--- src/rtl/wb_stage.sv ---
// RV32I write-back stage: holds the MEM/WB entry and drives the regfile write port one edge after capture.
// Loads are held in LD_WAIT until the memory response arrives, and o_ready is low only in that state.
module wb_stage #(
   parameter int REGIDX_WIDTH = 5
) (
   input  logic                    i_clk,
   input  logic                    i_rst_n,
   input  logic                    i_valid,
   output logic                    o_ready,
   input  logic [REGIDX_WIDTH-1:0] i_rd_addr,
   input  logic                    i_rd_wen,
   input  logic [1:0]              i_wb_sel,
   input  logic [31:0]             i_alu_result,
   input  logic [31:0]             i_pc_plus4,
   input  logic [2:0]              i_funct3,
   input  logic [1:0]              i_byte_off,
   input  logic                    i_ld_rvalid,
   input  logic [31:0]             i_ld_rdata,
   output logic [REGIDX_WIDTH-1:0] o_rd_addr,
   output logic                    o_rd_wen,
   output logic [31:0]             o_rd_data,
   output logic                    o_ld_err,
   output logic [31:0]             o_retire_cnt
);

   typedef enum logic [1:0] {IDLE = 2'd0, LD_WAIT = 2'd1, LD_WB = 2'd2} state_t;

   localparam logic [1:0] WB_LOAD = 2'b01;
   localparam logic [1:0] WB_PC4  = 2'b10;

   state_t                  state_q, state_d;
   logic                    valid_q, valid_d;
   logic [REGIDX_WIDTH-1:0] rd_addr_q, rd_addr_d;
   logic                    rd_wen_q, rd_wen_d;
   logic [1:0]              wb_sel_q, wb_sel_d;
   logic [2:0]              funct3_q, funct3_d;
   logic [1:0]              byte_off_q, byte_off_d;
   logic [31:0]             data_q, data_d;
   logic                    ld_err_q, ld_err_d;
   logic [31:0]             retire_q, retire_d;

   logic                    capture;
   logic                    cap_load;
   logic                    wb_cycle;
   logic [7:0]              ld_byte;
   logic [15:0]             ld_half;
   logic [31:0]             ld_aligned;

   // State register and entry flops
   always_ff @(posedge i_clk or negedge i_rst_n) begin
      if (!i_rst_n) begin
         state_q    <= IDLE;
         valid_q    <= 1'b0;
         rd_addr_q  <= '0;
         rd_wen_q   <= 1'b0;
         wb_sel_q   <= 2'b00;
         funct3_q   <= 3'b000;
         byte_off_q <= 2'b00;
         data_q     <= 32'h0;
         ld_err_q   <= 1'b0;
         retire_q   <= 32'h0;
      end else begin
         state_q    <= state_d;
         valid_q    <= valid_d;
         rd_addr_q  <= rd_addr_d;
         rd_wen_q   <= rd_wen_d;
         wb_sel_q   <= wb_sel_d;
         funct3_q   <= funct3_d;
         byte_off_q <= byte_off_d;
         data_q     <= data_d;
         ld_err_q   <= ld_err_d;
         retire_q   <= retire_d;
      end
   end

   // Next-state logic
   always_comb begin
      state_d = state_q;
      case (state_q)
         IDLE:    if (capture) state_d = cap_load ? LD_WAIT : IDLE;
         LD_WAIT: if (i_ld_rvalid) state_d = LD_WB;
         LD_WB:   state_d = (capture && cap_load) ? LD_WAIT : IDLE;
         default: state_d = IDLE;
      endcase
   end

   // Moore outputs: ready, write-back qualification
   always_comb begin
      o_ready  = (state_q != LD_WAIT);
      wb_cycle = ((state_q == IDLE) && valid_q && (wb_sel_q != WB_LOAD)) ||
                 (state_q == LD_WB);
      o_rd_wen = wb_cycle && valid_q && rd_wen_q && (rd_addr_q != '0);
   end

   assign capture      = i_valid && o_ready;
   assign cap_load     = (i_wb_sel == WB_LOAD);
   assign o_rd_addr    = rd_addr_q;
   assign o_rd_data    = data_q;
   assign o_ld_err     = ld_err_q;
   assign o_retire_cnt = retire_q;

   // Load data alignment, driven from the entry's funct3/byte offset
   always_comb begin
      case (byte_off_q)
         2'd0:    ld_byte = i_ld_rdata[7:0];
         2'd1:    ld_byte = i_ld_rdata[15:8];
         2'd2:    ld_byte = i_ld_rdata[23:16];
         default: ld_byte = i_ld_rdata[31:24];
      endcase
      ld_half = byte_off_q[1] ? i_ld_rdata[31:16] : i_ld_rdata[15:0];
      case (funct3_q)
         3'b000:  ld_aligned = {{24{ld_byte[7]}}, ld_byte};
         3'b100:  ld_aligned = {24'h0, ld_byte};
         3'b001:  ld_aligned = {{16{ld_half[15]}}, ld_half};
         3'b101:  ld_aligned = {16'h0, ld_half};
         3'b010:  ld_aligned = i_ld_rdata;
         default: ld_aligned = 32'h0;
      endcase
   end

   // Entry update, retire counter and sticky load error
   always_comb begin
      valid_d    = valid_q;
      rd_addr_d  = rd_addr_q;
      rd_wen_d   = rd_wen_q;
      wb_sel_d   = wb_sel_q;
      funct3_d   = funct3_q;
      byte_off_d = byte_off_q;
      data_d     = data_q;
      if (capture) begin
         valid_d    = 1'b1;
         rd_addr_d  = i_rd_addr;
         rd_wen_d   = i_rd_wen;
         wb_sel_d   = i_wb_sel;
         funct3_d   = i_funct3;
         byte_off_d = i_byte_off;
         data_d     = (i_wb_sel == WB_PC4) ? i_pc_plus4 : i_alu_result;
      end else if (state_q != LD_WAIT) begin
         valid_d = 1'b0;
      end else if (i_ld_rvalid) begin
         data_d = ld_aligned;
      end
      retire_d = (wb_cycle && valid_q) ? retire_q + 32'd1 : retire_q;
      ld_err_d = ld_err_q || (i_ld_rvalid && (state_q != LD_WAIT));
   end

endmodule
--- config.mk ---
export PLATFORM = sky130hd
export DESIGN_NAME = wb_stage
export DESIGN_NICKNAME = d
export VERILOG_FILES = /design/src/rtl/wb_stage.sv
export SDC_FILE = /design/constraint.sdc
export NUM_CORES = 1
export LEC_CHECK = 0
export CORE_MARGIN = 2
export CORE_UTILIZATION = 39
export DETAILED_ROUTE_END_ITERATION = 10
export GPL_ROUTABILITY_DRIVEN = 0
export GPL_TIMING_DRIVEN = 0
export PLACE_DENSITY = 0.8
export RECOVER_POWER = 50
export SETUP_SLACK_MARGIN = 0.4
export SYNTH_ARGS = -nofsm -noshare
export SYNTH_HDL_FRONTEND = slang
export SYNTH_SLANG_ARGS = --single-unit
--- constraint.sdc ---
create_clock -name i_clk -period 1.75 [get_ports i_clk]
set_clock_uncertainty 0.05 [all_clocks]
set_input_delay 0.2625 -clock i_clk [delete_from_list [all_inputs] [get_ports i_clk]]
set_output_delay 0.2625 -clock i_clk [all_outputs]
set_load 0.01 [all_outputs]
After elaboration in Yosys (flattened, before gate mapping)
Cells that the tools add are included.
Widths: inputs -> output; s select.
{"block": "classes", "shift": 0, "bitwise_logic": 0, "order_cmp": 0, "eq_ne": 15, "muxes": 14, "addsub": 1, "div": 0, "n_mul": 0, "reduce_logical": 18}
{"op": "$pmux 32 s5", "n": 1}
{"op": "$mux 32", "n": 4}
{"op": "$add 32x1->32 const B", "n": 1}
{"op": "$pmux 8 s3", "n": 1}
{"op": "$mux 16", "n": 1}
{"op": "$logic_and 1x1->1", "n": 8}
{"op": "$eq 2x1->1 const B", "n": 3}
{"op": "$eq 2x2->1 const B", "n": 3}
{"op": "$eq 3x3->1 const B", "n": 2}
{"op": "$ne 2x1->1 const B", "n": 3}
{"op": "$pmux 2 s3", "n": 1}
{"op": "$reduce_bool 5->1", "n": 1}
{"op": "$logic_not 2->1", "n": 2}
{"op": "$mux 1", "n": 4}
{"op": "$mux 2", "n": 2}
{"op": "$ne 2x2->1 const B", "n": 2}
{"op": "$reduce_and 2->1", "n": 2}
{"op": "$reduce_bool 2->1", "n": 2}
{"op": "$eq 3x1->1 const B", "n": 1}
{"op": "$eq 3x2->1 const B", "n": 1}
{"op": "$logic_not 3->1", "n": 1}
{"op": "$logic_or 1x1->1", "n": 2}
{"block": "totals", "ram_bits": 0, "ff_bits": 81, "word_cells": 58, "inputBits": 113, "latchBits": 0, "n_memories": 0, "out_inout_bits": 72, "romBits": 0}

Logic depth before layout (Yosys ltp)
Gate-level depths: netlist of run 1.
{"block": "logic_depth", "word_depth": 7, "depth_mapped": 7, "ltp_nobuf": 6}

Least setup slack after synthesis of run 1
OpenSTA, ideal clock, no wires.
{"block": "synth_timing", "kind": "reg2reg", "from": "register retire_q[12] (netlist: o_retire_cnt[12])", "to": "register retire_q[23] (netlist: o_retire_cnt[23])", "path_slack_ns": 0.093, "n_path_buf": 1, "setup_time_ns": 0.125, "t_required_ns": 1.575, "arrival_ns": 1.482, "synth_period_minus_slack_ns": 1.657, "path_stages_with_launch": 7, "path_cell_list": "dfrtp_1 > and4_1 > and4_4 > and4_1 > buf_4 > nand4_1 > xnor2_1"}
{"block": "synth_between", "elab_chain_cells": 1}
{"item": "start, declared", "line": "40", "rtl": "logic [31:0] retire_q, retire_d;"}
{"item": "start signal, assigned", "line": "72", "rtl": "retire_q <= retire_d;"}
{"item": "$add 32x1->32", "line": "143", "rtl": "retire_d = (wb_cycle && valid_q) ? retire_q + 32'd1 : retire_q;"}
Every way passes these cells.
A chain may end at the register's enable or synchronous reset.

Worst setup path after layout of run 1
{"block": "layout_timing", "from": "register rd_addr_q[0] (netlist: o_rd_addr[0])", "to": "output port o_rd_wen"}
{"block": "layout_between", "elab_chain_cells": 2}
{"item": "start, declared", "line": "33", "rtl": "logic [REGIDX_WIDTH-1:0] rd_addr_q, rd_addr_d;"}
{"item": "start signal, assigned", "line": "65", "rtl": "rd_addr_q <= rd_addr_d;"}
{"item": "$reduce_bool 5->1", "line": "92", "rtl": "o_rd_wen = wb_cycle && valid_q && rd_wen_q && (rd_addr_q != '0);"}
{"item": "$logic_and 1x1->1", "line": "92"}
{"item": "end, declared", "line": "20", "rtl": "output logic o_rd_wen,"}
Every way passes these cells.

==> metrics.md, run 1 <==
| Metric | Value |
|---|---|
| Status | finished, violations left |
| Failing checks | setup timing |
| Final slew viol count | 0 |
| Lkg Pwr | 0.00355 µW |
| Final WL | 16900 µm |
| RSZ-0062 raised after global routing | yes |
| CP required | 1.44 ns |
| Critical Path End | o_rd_wen |
| CP max stage delay | 0.39 ns |
| Buf/Inv on CP | 1 |
| FF-to-FF End | o_retire_cnt[30] |
| Seq pwr share | 35.6% |
| Worst Hold Slack | 0.431 ns |
| R2R setup slack | -0.12 ns |
| Vias per Instance | 5.56 |
| Antenna Nets Post-Route | 0 |
| Setup crit start | o_rd_addr[0] |
| Wirelength per Cell | 21.1 µm |
| Vias | 4471 |
| Length in cells of the worst reg-to-reg path | 8 |
| Cells along the critical path | or3_1 > o311a_1 > buf_2 |
| Final Hold Viols | 0 |
| Sequential cell area | 0.00204 mm² |
| Detailed Place HPWL | 10700 µm |
| Crit. End Element | primary output |
| Slew HR | 36.9% |
| Post-synth EDFFs | 0 |
| Highest metal used | met4 |
| First-pass GRT wire length | 24300 µm |
| Post-Place Cells | 693 |
| Worst skew pair latency | 0.37 ns |
| IO Port Bufs | 184 |
| Core area | 0.0109 mm² |
| Setup WS post-layout | -0.130 ns |
| CTS tree | done |
| Die Wd | 110 µm |
| Achievable Freq | 532 MHz |
| Nets@finish | 773 |
| N_diodes | 0 |
| CTS Root Buffer Type | clkbuf_8 |
| Reg2Reg Launch Point | wb_sel_q[0] |
| Slowest-stage cell, CP | dfrtp_1 |
| Layout Cells excl Fill | 804 |
| Die Y | 110 µm |
| Clock Tree Buf Depth | 2 |
| Number of max-cap violations | 0 |
| Int Pwr | 4380 µW |
| Worst-Margin Slew | 0.946 ns |
| Pin count of the biggest net entering global routing | 45 |
| Startpoint type of the worst setup path | flop |
| Yosys top cell by area | dfrtp_1 |
| Combinational power share | 42.7% |
| Starting Density | 40.2% |
| Sw frac | 33.8% |
| Mapped cell area | 0.00437 mm² |
| Setup Viol. Count Final | 35 |
| Global route overflow | 0 |
| Die area | 0.0121 mm² |
| Number of global-route vias before repair | 4721 |
| Row count | 38 |
| Multi-input combinational cell area | 0.00285 mm² |
| Final worst path period share | 107% |
| Power per Cell Area | 804 mW/mm² |
| Clock power frac | 21.7% |
| CP arrival | 1.57 ns |
| Cell variety after synth | 47 |
| Gate Count Post-Synth | 368 |
| Final core utilization | 75.5% |
| Area delta synth->final | 88.0% |
| Switch Pwr | 2230 µW |
| Final min period | 1.88 ns |
| Synth Warn # | 0 |
| M1 WL | 6250 µm |
| Sequential share of the synthesized area | 46.3% |
| CP top delay family | flip-flops |
| Clock slew at reported path FFs | 0.09 ns |
| Avg Cell Area, Syn | 11.9 µm² |
| IO Count | 185 |
| Total GRT Usage | 26.6% |
| Crit Path Category | reg2out |
| Synth top area cells | dfrtp_1, mux2i_1, o221ai_1 |
| DRT iter0 DRCs | 216 |
| Synth top area share | 46.3% |
| Pre-Repair DR Iteration Count | 5 |
| Hold Crit Class | reg2reg |
| CTS H-tree depth | 3 |
| Antenna violations before repair | 0 |
| Max Fanout on Critical Path | 2 |
| Syn nets | 482 |
| Layout cell share with drive strength beyond 1 | 42.9% |
| Fraction of registers with async set/reset | 100% |
| Levels on crit path | 3 |
| Routed wl met3 | 1370 µm |
| Clock Sink Count | 81 |
| Synthesis-stage register bit count | 81 |
| Fill count | 682 |
| Worst vdd ir | 0.543 mV |
| Most used flip-flop cell after synthesis | dfrtp_1 |
| Met2 WL | 8860 µm |
| Total CTS buffers | 9 |
| DRC | 0 |
repair_timing:
action	4_1_cts	5_1_grt
gates resized for setup	291	103
endpoints found under the setup margin	138	120
pin swaps	35	34
buffers inserted	75	16
hold endpoints to repair	37	0
hold buffers	1	0
gates cloned	3	0
kinds of logic after synthesis:
group,after synthesis,share of synthesized area [%]
and+or+nand+nor,102,13.1
AOI/OAI and AO/OA,70,14.7
DFF,81,46.3
buffers and inverters,25,3.55
muxes,58,15.8
xor gates and xnor gates,31,6.21
adders and majority gates,1,0.286
per-stage QoR:
stage / setup slack (ns) / TNS (ns) / power, µW / cell area [µm²]
6_report: -0.130 / -1.55 / 6610 / 8220
5_1_grt: -0.182 / -8.47 / 6870 / 8220
4_1_cts: -0.136 / -0.355 / 6250 / 7740
3_5_place_dp: -0.512 / -13.76 / 4370 / 6550
3_3_place_gp: -2.74 / -213.38 / 4320 / 6530
2_1_floorplan: 0.122 / 0 / 3350 / 4520
worst register-to-register path: cells and delay by family, from the launching register on:
kind          cells  cell delay [ns]
xor+xnor          1             0.13
buf+inv           3             0.33
flops             1             0.40
simple gates      4             0.82
cell usage after synthesis, types with 4 or more instances:
library cell / number
mux2i_1: 34
a222oi_1: 7
a21oi_1: 18
nand3_1: 7
nand4_1: 8
o221ai_1: 25
nor2_1: 9
and3_1: 4
and4_1: 4
mux2_2: 16
o221ai_2: 7
xnor2_1: 22
mux4_2: 7
xor2_1: 9
clkbuf_1: 4
a221oi_2: 7
dfrtp_1: 81
buf_2: 9
buf_4: 5
nand2_1: 47
per-layer routing:
layer / GRT usage (%) / vias up
li1: - / 1988
met1: 31.4 / 2216
met2: 47.2 / 229
met3: 6.22 / 38
met4: 8.86 / 0
met5: 0 / -
state kept, by name (all words and copies together) (netlist names):
name,flops
rd_wen_q,1
o_rd_addr,5
state_q,2
funct3_q,3
o_ld_err,1
byte_off_q,2
o_rd_data,32
wb_sel_q,2
valid_q,1
o_retire_cnt,32
placed cells by master, fill, tap and decap left out, types with 7 or more instances in the layout:
master,count
clkdlybuf4s15_1,38
nand4_1,8
xnor2_1,18
o221ai_2,18
o221ai_1,14
buf_6,69
dfrtp_1,73
mux2_4,14
dfrtp_2,8
a222oi_1,7
buf_4,52
nand2_1,37
a21oi_4,13
mux4_2,7
mux2i_1,32
clkbuf_8,12
clkdlybuf4s50_1,111
clkbuf_1,10
xor2_1,8
area by class of cell:
| cell class | instances | area share, % |
|---|---|---|
| plain buffers | 22 | 3.13 |
| well taps | 140 | 2.13 |
| multi-input cells | 263 | 34.7 |
| clock buffers | 10 | 1.55 |
| clock inverters | 6 | 0.807 |
| repair buffers | 279 | 32.7 |
| flip-flops and latches | 81 | 24.8 |
| inverters | 3 | 0.228 |
power by group through the flow:
stage                     Clock [µW]  Combinational, µW  Sequential (µW)
after floorplan                    0                884             2460
after global placement             0               1940             2380
after detailed placement           0               1980             2390
after CTS                       1420               2500             2330
after global routing            1520               2970             2380
final                           1430               2820             2350
how the worst min path moves through the flow:
stage / start / to / cells after the start
6_report: o_ld_err / o_ld_err / 1
5_1_grt: o_rd_data[4] / o_rd_data[4] / 2
4_1_cts: i_rst_n / o_retire_cnt[14] / 2
3_5_place_dp: i_rst_n / o_retire_cnt[14] / 1
3_3_place_gp: o_ld_err / o_ld_err / 1
2_1_floorplan: i_rst_n / byte_off_q[0] / 0
Power figures use the tool's default switching activity.
==> run 2: changes to the inputs <==
Settings changed: GPL_TIMING_DRIVEN 0 to not set.
==> run 2 against run 1 <==
Against the previous run: the run still ends with setup timing left; non-clock buffer count rose by 40; count of clock-buffer cells in the layout stayed put; die area stayed put; clock power increased by 9.8%; critical path depth increased by 3; final cell count up 5.0%; sequential power increased by 3%; fmax decreased by 3.0%; cell area rose by 7.5%; worst hold slack better by 0.0053 ns; largest power group unchanged; highest routed layer unchanged.
==> metrics.md, run 2 (synthesis gave the netlist of run 1 again) <==
| Metric | Value |
|---|---|
| Status | finished, violations left (unchanged) |
| Failing checks | setup timing (unchanged) |
| Die area | 0.0121 mm² (unchanged) |
| Pre-Repair DR Iteration Count | 7 (was 5) |
| Total GRT Usage | 30.1% (was 26.6%) |
| Hold Crit Class | in2reg (was reg2reg) |
| Crit. End Element | flop (was primary output) |
| CTS H-tree depth | 3 (unchanged) |
| CP required | 1.99 ns (was 1.44 ns) |
| Antenna violations before repair | 0 (unchanged) |
| Slowest-stage cell, CP | dfrtp_1 (unchanged) |
| Worst skew pair latency | 0.39 ns (was 0.37 ns) |
| IO Port Bufs | 184 (unchanged) |
| Clock Sink Count | 81 (unchanged) |
| Final Hold Viols | 0 (unchanged) |
| Achievable Freq | 516 MHz (was 532 MHz) |
| Layout cell share with drive strength beyond 1 | 54.0% (was 42.9%) |
| DRT iter0 DRCs | 367 (was 216) |
| Placed Instance Area | 0.00691 mm² (was 0.00655 mm²) |
| Global route overflow | 0 (unchanged) |
| Antenna Nets Post-Route | 0 (unchanged) |
| Clock Tree Buf Depth | 2 (unchanged) |
| Row count | 38 (unchanged) |
| Number of global-route vias before repair | 5034 (was 4721) |
| Vias per Instance | 5.90 (was 5.56) |
| Cells along the critical path | buf_6 > nand4b_1 > nor3_4 > nand4_4 > buf_4 > xnor2_1 (was or3_1 > o311a_1 > buf_2) |
| Setup TNS Final | -2.47 ns (was -1.55 ns) |
| Total CTS buffers | 9 (unchanged) |
| Max Fanout on Critical Path | 6 (was 2) |
| Finished Cell Area | 0.00884 mm² (was 0.00822 mm²) |
| Number of max-cap violations | 0 (unchanged) |
| CTS Root Buffer Type | clkbuf_8 (unchanged) |
| Power per Cell Area | 801 mW/mm² (was 804 mW/mm²) |
| Final core utilization | 81.2% (was 75.5%) |
| Worst Hold Slack | 0.436 ns (was 0.431 ns) |
| Die Y | 110 µm (unchanged) |
| Most frequent cells in the layout | clkdlybuf4s50_1, buf_4, dfrtp_1, buf_6, mux2i_1 (was clkdlybuf4s50_1, dfrtp_1, buf_6, buf_4, clkdlybuf4s15_1) |
| Startpoint type of the worst setup path | flop (unchanged) |
| Pin count of the biggest net entering global routing | 32 (was 45) |
| First-pass GRT wire length | 27300 µm (was 24300 µm) |
| Final worst path period share | 111% (was 107%) |
| Setup WS post-layout | -0.188 ns (was -0.130 ns) |
| CP arrival | 2.18 ns (was 1.57 ns) |
| DRC | 0 (unchanged) |
| N_diodes | 0 (unchanged) |
| Nets@finish | 813 (was 773) |
| CTS tree | done (unchanged) |
| Crit Path Category | reg2reg (was reg2out) |
| Setup Viol. Count Final | 41 (was 35) |
| Final slew viol count | 0 (unchanged) |
| Starting Density | 40.2% (unchanged) |
| Final WL | 20400 µm (was 16900 µm) |
| Die Wd | 110 µm (unchanged) |
| CP max stage delay | 0.45 ns (was 0.39 ns) |
| RSZ-0062 raised after global routing | yes (unchanged) |
| Core area | 0.0109 mm² (unchanged) |
| Clock slew at reported path FFs | 0.10 ns (was 0.09 ns) |
| Area delta synth->final | 102% (was 88.0%) |
| Final min period | 1.94 ns (was 1.88 ns) |
| Buf/Inv on CP | 2 (was 1) |
| Vias | 4977 (was 4471) |
| Most common cell after layout, fill and taps aside | clkdlybuf4s50_1 (unchanged) |
| CP top delay family | simple AND/OR/NAND/NOR gates (was flip-flops) |
| Fill count | 560 (was 682) |
| IO Count | 185 (unchanged) |
| Worst vdd ir | 0.559 mV (was 0.543 mV) |
| Detailed Place HPWL | 10700 µm (about the same) |
| Worst-Margin Slew | 0.868 ns (was 0.946 ns) |
| Slew HR | 42.1% (was 36.9%) |
| Wirelength per Cell | 24.2 µm (was 21.1 µm) |
| Lkg Pwr | 0.00393 µW (was 0.00355 µW) |
-- run 2: changes by cell type in the layout (fill, tap and decap cells not counted), sizes merged --
cell           previous run  this run
inv                       4         6
clkbuf                   26        47
clkinvlp                  0         1
dlygate4sd2               1         0
a21oi                    18        19
nand2                    49        48
clkdlybuf4s15            38        18
clkdlybuf4s25             2         0
clkinv                    4         1
buf                     132       174
-- run 2: routing by layer --
metal	vias up	wire (µm)	global-route usage, %
met2	314	10400	52.1
met5	-	0	0
li1	2076	-	-
met3	91	1500	4.74
met1	2496	7370	37.0
met4	0	1100	13.2
-- run 2: timing repair --
action,CTS,global route
pin swaps,56,27
setup buffers,65,20
resized for setup,347,107
endpoints found under the hold margin,27,0
hold buffers,1,0
cloned,5,4
endpoints found under the setup margin,142,140
-- run 2: final timing paths --
check | slack [ns] | start | end | cells past startpoint
max | -0.19 | state_q[0] | o_retire_cnt[20] | 6
min in group asynchronous | 0.45 | i_rst_n | o_retire_cnt[10] | 2
max in group asynchronous | 0.19 | i_rst_n | o_rd_data[19] | 3
min reg2reg | 0.45 | o_rd_data[22] | o_rd_data[22] | 2
max reg2reg | -0.19 | state_q[0] | o_retire_cnt[20] | 6
min | 0.44 | i_funct3[1] | funct3_q[1] | 2
-- run 2: worst register-to-register path, stage by stage (launching register included) --
cell      delay [ns]
dfrtp_1         0.45
buf_6           0.14
nand4b_1        0.26
nor3_4          0.33
nand4_4         0.24
buf_4           0.21
xnor2_1         0.16
-- run 2: layout make-up --
class / instances / area, µm² / share of cell area (%)
tap: 140 / 175 / 1.98
sequential: 81 / 2040 / 23.1
multi-input combinational: 263 / 3090 / 35.0
clock buffer: 10 / 138 / 1.56
clock inverter: 6 / 72.6 / 0.821
inverter: 3 / 13.8 / 0.156
timing repair buffer: 341 / 3300 / 37.4
-- run 2: metrics by stage --
| stage | setup slack [ns] | std cells | power, µW |
|---|---|---|---|
| 2_1_floorplan | 0.122 | 368 | 3350 |
| 3_3_place_gp | -0.185 | 733 | 4460 |
| 3_5_place_dp | -0.273 | 733 | 4530 |
| 4_1_cts | -0.126 | 820 | 6580 |
| 5_1_grt | -0.240 | 844 | 7280 |
| 6_report | -0.188 | 844 | 7070 |
-- run 2: report_power, final --
| group | switching (µW) | internal, µW | leakage [µW] |
|---|---|---|---|
| clock | 853 | 718 | 0.000104 |
| combinational | 1400 | 1680 | 0.00281 |
| sequential | 290 | 2130 | 0.00101 |
| total | 2550 | 4530 | 0.00393 |
==> run 3: changes to the inputs <==
Settings changed: TNS_END_PERCENT set to 50.
==> run 3 against run 2 <==
Against the previous run: the flow still finishes with violations (setup timing); first-iteration DRC count fell by 33%; sequential cell count did not move; combinational power fell by 9.1%; routed wire length fell by 21%; global-route usage fell by 4.7 points; critical path depth fell by 3; power fell by 8.2%; worst hold slack got worse by 0.034 ns; non-clock buffer count fell by 42; critical path type is now reg2out; largest power group unchanged; highest routed layer unchanged.
==> metrics.md, run 3 (synthesis gave the netlist of run 1 again) <==
| Metric | Value |
|---|---|
| Most common cell after layout, fill and taps aside | clkdlybuf4s50_1 (unchanged) |
| Die Wd | 110 µm (unchanged) |
| Lkg Pwr | 0.00350 µW (was 0.00393 µW) |
| Length in cells of the worst reg-to-reg path | 7 (was 6) |
| CP required | 1.44 ns (was 1.99 ns) |
| DRC | 0 (unchanged) |
| Multi-input combinational cell area | 0.00280 mm² (was 0.00309 mm²) |
| Final Hold Viols | 0 (unchanged) |
| Core area | 0.0109 mm² (unchanged) |
| Wirelength per Cell | 20.1 µm (was 24.2 µm) |
| Fill count | 703 (was 560) |
| Highest metal used | met4 (unchanged) |
| Crit. End Element | primary output (was flop) |
| Final worst path period share | 108% (was 111%) |
| DRT iter0 DRCs | 245 (was 367) |
| Worst-Margin Slew | 0.640 ns (was 0.868 ns) |
| Worst skew pair latency | 0.35 ns (was 0.39 ns) |
| CTS tree | done (unchanged) |
| Routed wl met3 | 928 µm (was 1500 µm) |
| Detailed Place HPWL | 10500 µm (was 10700 µm) |
| CP top delay family | flip-flops (was simple AND/OR/NAND/NOR gates) |
| Die area | 0.0121 mm² (unchanged) |
| RSZ-0062 raised after global routing | yes (unchanged) |
| Total GRT Usage | 25.5% (was 30.1%) |
| R2R setup slack | -0.09 ns (was -0.19 ns) |
| Achievable Freq | 531 MHz (was 516 MHz) |
| Worst Hold Slack | 0.402 ns (was 0.436 ns) |
| Worst vdd ir | 0.462 mV (was 0.559 mV) |
| Cells along the critical path | or3_1 > o311a_1 > buf_6 (was buf_6 > nand4b_1 > nor3_4 > nand4_4 > buf_4 > xnor2_1) |
| Slowest-stage cell, CP | dfrtp_1 (unchanged) |
| Failing checks | setup timing (unchanged) |
| Final slew viol count | 0 (unchanged) |
| Layout cell share with drive strength beyond 1 | 41.1% (was 54.0%) |
| Buf/Inv on CP | 1 (was 2) |
| Clock Sink Count | 81 (unchanged) |
| Pre-Repair DR Iteration Count | 5 (was 7) |
| Power per Cell Area | 803 mW/mm² (was 801 mW/mm²) |
| Clock Tree Buf Depth | 2 (unchanged) |
| M1 WL | 6420 µm (was 7370 µm) |
| Total CTS buffers | 9 (unchanged) |
| N_diodes | 0 (unchanged) |
| Area delta synth->final | 84.8% (was 102%) |
| Crit Path Category | reg2out (was reg2reg) |
| Number of global-route vias before repair | 4498 (was 5034) |
| Final core utilization | 74.3% (was 81.2%) |
| Met2 WL | 8350 µm (was 10400 µm) |
| Number of max-cap violations | 0 (unchanged) |
| CP arrival | 1.57 ns (was 2.18 ns) |
| Hold Crit Class | in2async (was in2reg) |
| CTS Root Buffer Type | clkbuf_8 (unchanged) |
| Sequential cell area | 0.00203 mm² (was 0.00204 mm²) |
| Final WL | 16100 µm (was 20400 µm) |
| Final min period | 1.88 ns (was 1.94 ns) |
| CTS H-tree depth | 3 (unchanged) |
| Die Y | 110 µm (unchanged) |
| First-pass GRT wire length | 23300 µm (was 27300 µm) |
| Global route overflow | 0 (unchanged) |
| IO Count | 185 (unchanged) |
| Setup WS post-layout | -0.133 ns (was -0.188 ns) |
| Status | finished, violations left (unchanged) |
| Clock slew at reported path FFs | 0.09 ns (was 0.10 ns) |
| Antenna violations before repair | 0 (unchanged) |
| IO Port Bufs | 184 (unchanged) |
| Antenna Nets Post-Route | 0 (unchanged) |
| Vias per Instance | 5.46 (was 5.90) |
| Setup Viol. Count Final | 34 (was 41) |
| Nets@finish | 770 (was 813) |
| Startpoint type of the worst setup path | flop (unchanged) |
| Max Fanout on Critical Path | 2 (was 6) |
| Levels on crit path | 3 (was 6) |
| Row count | 38 (unchanged) |
| Most frequent cells in the layout | clkdlybuf4s50_1, dfrtp_1, buf_4, buf_6, clkdlybuf4s15_1 (was clkdlybuf4s50_1, buf_4, dfrtp_1, buf_6, mux2i_1) |
| Pin count of the biggest net entering global routing | 58 (was 32) |
| Starting Density | 40.2% (unchanged) |
| Slew HR | 57.2% (was 42.1%) |
| Vias | 4375 (was 4977) |
| CP max stage delay | 0.38 ns (was 0.45 ns) |
run 3: cell count changes in the layout (fill, tap and decap cells not counted), moves of 14 or more:
cell,change
buf_4,-21
clkbuf_2,-19
clkdlybuf4s15_1,+26
nand2_1,+21
nand2_4,-14
run 3: timing repair:
| item | in CTS | in global routing |
|---|---|---|
| gates resized for setup | 265 | 90 |
| setup endpoints to repair | 148 | 115 |
| pin swaps | 47 | 50 |
| cloned | 0 | 1 |
| hold buffers | 1 | 0 |
| endpoints found under the hold margin | 24 | 0 |
| setup buffers | 41 | 16 |
run 3: through the flow:
stage          TNS (ns)  cell area [µm²]  std cells  worst slack (ns)  total power (µW)
2_1_floorplan         0             4450        368             0.122              3310
3_3_place_gp      -9.09             6800        726            -0.425              4400
3_5_place_dp     -11.11             6800        726            -0.524              4480
4_1_cts          -0.161             7680        784            -0.150              6140
5_1_grt           -4.48             8090        801            -0.173              6760
6_report          -1.42             8090        801            -0.133              6500
run 3: layout make-up:
cell class,count,share of cell area (%)
Tap cell,140,2.17
Clock buffer,13,1.97
Sequential cell,81,25.2
Multi-Input combinational cell,262,34.6
Inverter,3,0.170
Timing Repair Buffer,299,35.6
Clock inverter,3,0.310
run 3: power breakdown:
| part | leakage [µW] | switching (µW) | internal [µW] | total [µW] |
|---|---|---|---|---|
| combinational | 0.00238 | 1190 | 1610 | 2800 |
| sequential | 0.00102 | 249 | 2130 | 2380 |
| clock | 0.0000902 | 711 | 603 | 1310 |
| total | 0.00350 | 2150 | 4340 | 6500 |
run 3: final timing paths:
| check | startpoint | end |
|---|---|---|
| setup / recovery | o_rd_addr[1] | o_rd_wen |
| hold / removal | i_rst_n | o_retire_cnt[16] |
| setup reg to reg | byte_off_q[1] | o_rd_data[26] |
| hold reg to reg | o_ld_err | o_ld_err |
| max in group asynchronous | i_rst_n | o_retire_cnt[1] |
| min in group i_clk | o_ld_err | o_ld_err |
run 3: worst reg2reg max path: stages, from the launching register on:
cell       delay [ns]
dfrtp_1          0.44
mux2_4           0.35
buf_6            0.13
mux2i_4          0.19
nor3_4           0.09
clkbuf_16        0.19
a21oi_2          0.12
o221ai_1         0.12
run 3: per-layer routing:
layer  GRT usage [%]  vias up
li1                -     1984
met1            32.1     2181
met2            44.2      178
met3            3.91       32
met4            9.13        0
met5               0        -
==> RTL edit: new RTL, settings of run 3 <==
Take the reset off `data_q` and load it in a clocked block of its own.
--- a/src/rtl/wb_stage.sv
+++ b/src/rtl/wb_stage.sv
@@ -57,5 +57,4 @@
          funct3_q   <= 3'b000;
          byte_off_q <= 2'b00;
-         data_q     <= 32'h0;
          ld_err_q   <= 1'b0;
          retire_q   <= 32'h0;
@@ -68,8 +67,11 @@
          funct3_q   <= funct3_d;
          byte_off_q <= byte_off_d;
-         data_q     <= data_d;
          ld_err_q   <= ld_err_d;
          retire_q   <= retire_d;
       end
+   end
+
+   always_ff @(posedge i_clk) begin
+      data_q <= data_d;
    end
 
Formal check against the unedited RTL: not equivalent (a bounded check fails within 4 cycles, from zero or initial values and one cycle with i_rst_n low).
==> RTL edit against run 3 <==
The run still ends with setup timing left. Setup slack lost 0.017 ns. Register-to-register slack lost 0.06 ns. Highest routed layer unchanged. Utilization grew 4.0 points. Final area grew 4.9%. Routed wire length grew 13%. Total power grew 2.0%. Sequential cell count is the same. Synthesized cell count shrank 4.9%. Area after synthesis shrank 1.1%. Largest power group unchanged.
==> RTL edit: results (changes against run 3) <==
stage,metric,value,unit,change
routing,wl_per_cell,22.6,µm,+12%
synthesis,ys_seq_area_share,50.5,%,+4.2 points
grt,grt_usage,28.3,%,+2.8 points
synthesis,synth_xor_area_share,6.28,%,+0.068 points
routing,met2_wirelength,9240,µm,+11%
finish,final_cells,805,,+0.50%
critical_path,max_stage_delay,0.49,ns,+0.11 ns
grt,grt_pass1_wl,25400,µm,+9.0%
clock_network,insertion_delay,0.37,ns,+0.02 ns
routing,drt_iter0_markers,363,,+48%
power_and_ir_drop,ir_worst_vdd,0.805,mV,+74%
critical_path,r2r.worst_path.cells,4,,-3
synthesis,ys_types,48,,+2.1%
power_and_ir_drop,power.leakage,3.61,nW,+3.3%
finish,buf_share,36.9,%,+1.3 points
routing,wl_met1,6820,µm,+6.2%
grt,grt_start_max_net_pins,33,,-43%
place,dp_hpwl,10800,µm,+2.6%
critical_path,worst_ep_arrival_time,1.96,ns,+0.39 ns
finish,nNonClkBuffers,320,,+7.0%
power_and_ir_drop,total_power,6.63,mW,+2.0%
run_status,status,finished with violations,,
power_and_ir_drop,p_clk,1.48,mW,+13%
timing,tns,-3.41,ns,-1.99 ns
timing,setup_ws,-0.150,ns,-0.0173 ns
critical_path,slowest_stage,mux4_2,,
power_and_ir_drop,p_sw,2.09,mW,-2.9%
finish,num-multi-input-gates,245,,-6.5%
power_and_ir_drop,p_comb,2.72,mW,-3%
grt,grtUsageMet3,4.92,%,+1.0 points
finish,clkCellAreaFrac,2.57,%,+0.29 points
grt,met2_usage,48.3,%,+4.1 points
critical_path,rr_startpoint,byte_off_q[0],,
finish,num-clock-buffers,12,,-1
synthesis,syn_inst,350,,-4.9%
clock_network,post_cts_buffers,48,,+17%
synthesis,synth.area.top_cells,"dfrtp_1, edfxtp_1, mux2i_1, o22ai_1, mux4_2",,
routing,wl_met3,1370,µm,+47%
synthesis,muxShareOfSynthArea,16.0,%,+0.17 points
place,dp_cells,722,,-0.55%
grt,grt_use_met1,34.9,%,+2.8 points
finish,n_fill_cell,621,,-12%
synthesis,synth_fa_ha_area_share,0.289,%,+0.0031 points
routing,vias,4600,,+5.1%
critical_path,rr_endpoint,o_rd_data[3],,
run_status,violations,setup timing,,
timing,setup_violations,45,,+32%
finish,drive_gt1_share,43.5,%,+2.3 points
clock_network,ctsResizeCount,294,,+11%
finish,seqCellArea,2190,µm²,+7.7%
finish,multi_input_area,2750,µm²,-1.7%
finish,final_nets,774,,+0.52%
critical_path,startpoint,byte_off_q[0],,
timing,slew_headroom,55.0,%,-2.2 points
[RTL edit: cell count changes in the layout (fill, tap and decap cells not counted), sizes merged, moves of 24 or more]
cell	before	now
clkdlybuf4s15	44	7
clkdlybuf4s25	0	24
dfrtp	81	49
edfxtp	0	32
nand2	48	19
o221ai	32	0
o22ai	0	32
[RTL edit: through the flow]
stage,hold slack [ns],cell area (µm²)
4_1_cts,0.207,8170
3_5_place_dp,0.0621,7000
6_report,0.281,8480
3_3_place_gp,0.0642,7000
2_1_floorplan,-0.0831,4500
5_1_grt,0.288,8480
[RTL edit: kinds of logic after synthesis]
group	Yosys count
compound gates	70
xor+xnor	31
simple gates	82
fa+ha+maj	1
buf+inv	28
flops	81
mux	57
[RTL edit: worst max-delay path by stage]
stage,to,slack (ns)
CTS,o_rd_data[3],-0.16
global route,o_rd_data[3],-0.21
global placement,o_rd_data[23],-0.47
floorplan,o_rd_data[10],-0.04
finish,o_rd_data[3],-0.15
detailed placement,o_rd_data[20],-0.59
